**config.mk**
```make
export PLATFORM = sky130hd
export DESIGN_NAME = wb_stage_writer
export DESIGN_NICKNAME = d
export VERILOG_FILES = /design/src/rtl/wb_stage_writer_pkg.sv /design/src/rtl/wb_fwd_cmp.sv /design/src/rtl/wb_stage_writer.sv
export SDC_FILE = /design/constraint.sdc
export NUM_CORES = 1
export LEC_CHECK = 0
export BUFFER_PORTS_ARGS = -buffer_cell sky130_fd_sc_hd__buf_2
export CAP_MARGIN = 0
export CORE_MARGIN = 4
export CORE_UTILIZATION = 30
export CTS_CLUSTER_SIZE = 8
export DETAILED_ROUTE_END_ITERATION = 16
export GPL_ROUTABILITY_DRIVEN = 0
export PLACE_DENSITY_LB_ADDON = 0.25
export SETUP_SLACK_MARGIN = 0.15
export SLEW_MARGIN = 20
export SYNTH_ARGS = -nofsm -noshare
export SYNTH_HDL_FRONTEND = slang
export SYNTH_SLANG_ARGS = --single-unit
```
**constraint.sdc**
```tcl
create_clock -name clk -period 4.31 [get_ports clk]
set_input_delay 0.431 -clock clk [delete_from_list [all_inputs] [get_ports clk]]
set_output_delay 0.431 -clock clk [all_outputs]
set_load 0.01 [all_outputs]
```
**src/rtl/wb_stage_writer_pkg.sv**
```systemverilog
// Shared definitions for the MEM/WB stage: write-back source encoding,
// default widths and the hard-wired zero register address.
package wb_stage_writer_pkg;

  localparam int DATA_W = 16;
  localparam int ADDR_W = 3;
  localparam int CNT_W  = 16;

  typedef enum logic [1:0] {
    WBSEL_ALU  = 2'd0,
    WBSEL_MEM  = 2'd1,
    WBSEL_LINK = 2'd2,
    WBSEL_IMM  = 2'd3
  } wbsel_e;

  localparam logic [2:0] REG_ZERO = 3'd0;

endpackage

```
**src/rtl/wb_fwd_cmp.sv**
```systemverilog
// Two-port address comparator: flags decode read ports whose address
// matches a pending register-file write.
module wb_fwd_cmp #(
  parameter int AW = 3
) (
  input  logic          wr_en,
  input  logic [AW-1:0] wr_addr,
  input  logic [AW-1:0] rs1,
  input  logic [AW-1:0] rs2,
  output logic          fwd_a,
  output logic          fwd_b
);

  assign fwd_a = wr_en && (rs1 == wr_addr);
  assign fwd_b = wr_en && (rs2 == wr_addr);

endmodule

```
**src/rtl/wb_stage_writer.sv**
```systemverilog
// MEM/WB pipeline register and write-side driver of the register file,
// with same-cycle forwarding flags and a retired-instruction counter.
module wb_stage_writer
  import wb_stage_writer_pkg::*;
#(
  parameter int DW = DATA_W,
  parameter int AW = ADDR_W,
  parameter int CW = CNT_W
) (
  input  logic          clk,
  input  logic          rst_n,
  input  logic          in_valid,
  input  logic          in_RegWr,
  input  logic [AW-1:0] in_Rd,
  input  logic [1:0]    in_WBsel,
  input  logic [DW-1:0] in_ALUres,
  input  logic [DW-1:0] in_MemData,
  input  logic [DW-1:0] in_PCplus,
  input  logic [DW-1:0] in_Imm,
  input  logic          stall,
  input  logic          flush,
  input  logic [AW-1:0] Rs1,
  input  logic [AW-1:0] Rs2,
  output logic          RegWr,
  output logic [AW-1:0] Rd,
  output logic [DW-1:0] WBbus,
  output logic          FwdA,
  output logic          FwdB,
  output logic [CW-1:0] retired
);

  logic          valid_q, valid_d;
  logic          wr_q, wr_d;
  logic [AW-1:0] rd_q, rd_d;
  logic [DW-1:0] wbbus_q, wbbus_d;
  logic [CW-1:0] retired_q, retired_d;
  logic [DW-1:0] wb_mux;
  logic          capture;

  always_comb begin
    unique case (wbsel_e'(in_WBsel))
      WBSEL_ALU:  wb_mux = in_ALUres;
      WBSEL_MEM:  wb_mux = in_MemData;
      WBSEL_LINK: wb_mux = in_PCplus;
      default:    wb_mux = in_Imm;
    endcase
  end

  assign capture = !flush && !stall;

  // NOTE: every _d gets a default first so no path leaves it unassigned (no latch).
  always_comb begin
    valid_d   = 1'b0;
    wr_d      = 1'b0;
    rd_d      = rd_q;
    wbbus_d   = wbbus_q;
    retired_d = retired_q;
    if (capture) begin
      valid_d   = in_valid;
      wr_d      = in_RegWr;
      rd_d      = in_Rd;
      wbbus_d   = wb_mux;
      retired_d = retired_q + CW'(in_valid);
    end
  end

  // NOTE: state uses non-blocking assignments so all flops update together at the edge.
  always_ff @(posedge clk) begin
    if (!rst_n) begin
      valid_q   <= 1'b0;
      wr_q      <= 1'b0;
      rd_q      <= '0;
      wbbus_q   <= '0;
      retired_q <= '0;
    end else begin
      valid_q   <= valid_d;
      wr_q      <= wr_d;
      rd_q      <= rd_d;
      wbbus_q   <= wbbus_d;
      retired_q <= retired_d;
    end
  end

  // R0 is never written, so it always reads as zero.
  assign RegWr   = valid_q && wr_q && (rd_q != AW'(REG_ZERO));
  assign Rd      = rd_q;
  assign WBbus   = wbbus_q;
  assign retired = retired_q;

  wb_fwd_cmp #(.AW(AW)) u_fwd_cmp (
    .wr_en   (RegWr),
    .wr_addr (rd_q),
    .rs1     (Rs1),
    .rs2     (Rs2),
    .fwd_a   (FwdA),
    .fwd_b   (FwdB)
  );

endmodule

```
==> impl_metrics.toml <==
[global_route]
antenna_found_initial = 0
grt_pass1_wl_um = 8280
grt_max_degree = 33
grt_pass1_vias = 1813
grt.total_usage_pct = 13.62
overflow = 0

[floorplan]
dieArea_um2 = 7847
rows = 29
ios = 119
fp.dieW_um = 88.59
core_area_um2 = 6314
start_util_pct = 30.86
die_y_um = 88.59

[layout]
final_cell_mix = "buf_2 (118), nand2_1 (48), dfxtp_1 (37)"
drive_above_1_share_pct = 45.60
nFillCells = 676
n_antenna_cell = 0
final_util_pct = 42.94
layout_commonest_cell = "buf_2"
nets = 401
areaGrowthSynthToFinish_pct = 39.18
final_area_um2 = 2711

[cts]
clock_sinks = 37
cts_tree = "built"
cts-root-buf = "clkbuf_8"
cts-buffers-inserted = 5
cts_setup_buffers = 0
cts_max_level = 2
clkSlewWorstSetupHoldPaths_ns = 0.08
clk_path_buf_depth = 2
cts_resized = 0
cts_hold_buf = 0
worstSkewPairLatency_ns = 0.29

[placement]
portBuffers = 118
dp_hpwl_um = 4067
postPlaceCellArea_um2 = 2577
dpl_worst_slack_ns = 2.404

[worst_setup_path]
r2r_cells = 6
cp_cell_sequence = "o311ai_0, nor4_1, buf_2"
path_class = "flop to output pin"
end_kind = "output pin"
cp.arrival_ns = 1.50
critPathMaxStageDelay_ns = 0.55
crit_path_start_kind = "flop"
critPathBufInv = 1
cp.required_ns = 3.88
crit_slowest_cell = "o311ai_0"
cp_max_fo = 5
cp_top_family = "compound AO/OA/AOI/OAI gates"
cp.depth = 3

[job]
maxCapViolations = 0

[route]
via_per_inst = 4.737
drt_iter0_markers = 43
antenna_left = 0
drc = 0
routed_wl_um = 5194
first_pass_iters = 6
vias = 1871
wl_per_cell_um = 13.15

[timing]
fmax_mhz = 519.0
setup_ws_ns = 2.383
fin_worst_hold_slack_ns = 0.3712
worstMarginPinSlew_ns = 0.9484
hold_violations = 0
fin_skew_ns = 0.002531
fin_tns_setup_ns = 0
slew_viol_final = 0
rsz0062_at_grt = "no"
maxSlewHeadroom_pct = 36.71
min_period_ns = 1.927
fin_crit_sh_pct = 44.70
setup_violations = 0

[power_and_ir_drop]
p_leak_nw = 1.271
peakVddDrop_mv = 0.1398
power_density_nw_per_um2 = 307.0

[logic_synthesis]
ys_seq_area_share_pct = 38.02
ys_ff_latch = 37
async_flop_share_pct = 0
synth_cells = 203
syn-num-nets = 287
synth_flop_cell = "dfxtp_1"
yosysWarnings = 0
synth_cell_types = 32
netlist_area_um2 = 1948
syn_avg_cell_area_um2 = 9.597
synth_edf_count = 0

[run_status]
status = "finished, final reports clean"

[worst_hold_path]
whs_path_depth = 2
hold_class = "input pin to flop"
-- layer usage --
layer / up-vias / global-route usage (%) / share of wire (%)
li1: 945 / - / -
met1: 841 / 16.48 / 41
met2: 80 / 22.30 / 47
met3: 5 / 5.493 / 10
met4: 0 / 4.121 / 1.3
met5: - / 0 / 0
-- logic make-up after synthesis --
| family | Yosys count | synth area share (%) |
|---|---|---|
| adders and majority gates | 3 | 1.927 |
| AOI/OAI and AO/OA | 24 | 6.358 |
| muxes | 18 | 19.91 |
| and+or+nand+nor | 90 | 22.48 |
| xor gates and xnor gates | 17 | 7.643 |
| DFF | 37 | 38.02 |
| buffers and inverters | 14 | 3.660 |
-- registers in the layout, indices dropped and copies added, names as in the netlist --
signal / flops
WBbus: 16
retired: 16
Rd: 3
valid_q: 1
wr_q: 1
-- final cells by class --
class	count	area [um2]	area share, %
Timing Repair Buffer	118	590.6	21.78
Multi-Input combinational cell	152	1139	41.99
Inverter	3	11.26	0.4153
Tap cell	77	96.34	3.553
Clock buffer	5	68.82	2.538
Sequential cell	37	740.7	27.32
Clock inverter	3	65.06	2.400
-- power by group --
group | switching [W] | internal (W) | leakage [nW] | total [W]
clock | 0.000128 | 0.000230 | 0.0681 | 0.000358
sequential | 0.00000683 | 0.000352 | 0.301 | 0.000359
combinational | 0.0000501 | 0.0000651 | 0.902 | 0.000115
-- path summary, 6_finish.rpt --
kind,slack [ns],startpoint,to
worst max register to register,2.60,retired[0]$_SDFFE_PN0P_,retired[14]$_SDFFE_PN0P_
worst min-delay path,0.37,in_RegWr,wr_q$_SDFF_PN0_
worst min register to register,0.46,WBbus[1]$_SDFFE_PN0P_,WBbus[1]$_SDFFE_PN0P_
worst max-delay path,2.38,Rd[2]$_SDFFE_PN0P_,FwdA
-- synthesized netlist by cell type (2+ instances only) --
cell / count / area, um2
a21oi_1: 22 / 110.1
and2_1: 2 / 12.51
and3_1: 3 / 18.77
and4_1: 3 / 26.28
buf_2: 2 / 10.01
buf_6: 2 / 22.52
clkbuf_1: 6 / 22.52
dfxtp_1: 37 / 740.7
ha_1: 3 / 37.54
inv_1: 3 / 11.26
mux2i_1: 2 / 20.02
mux4_1: 2 / 52.55
mux4_2: 14 / 315.3
nand2_1: 48 / 180.2
nand2b_1: 2 / 12.51
nand3_1: 5 / 25.02
nand4_1: 4 / 25.02
nor2_1: 13 / 48.80
nor4_1: 2 / 12.51
xnor2_1: 6 / 52.55
xor2_1: 11 / 96.34
-- per-stage QoR --
stage	std cells	total power (W)
2_1_floorplan	203	0.0004312
3_3_place_gp	387	0.0004826
3_5_place_dp	387	0.0004845
4_1_cts	395	0.0008450
5_1_grt	395	0.0008740
6_report	395	0.0008323
Note: power is estimated with default switching activity, not from simulation.
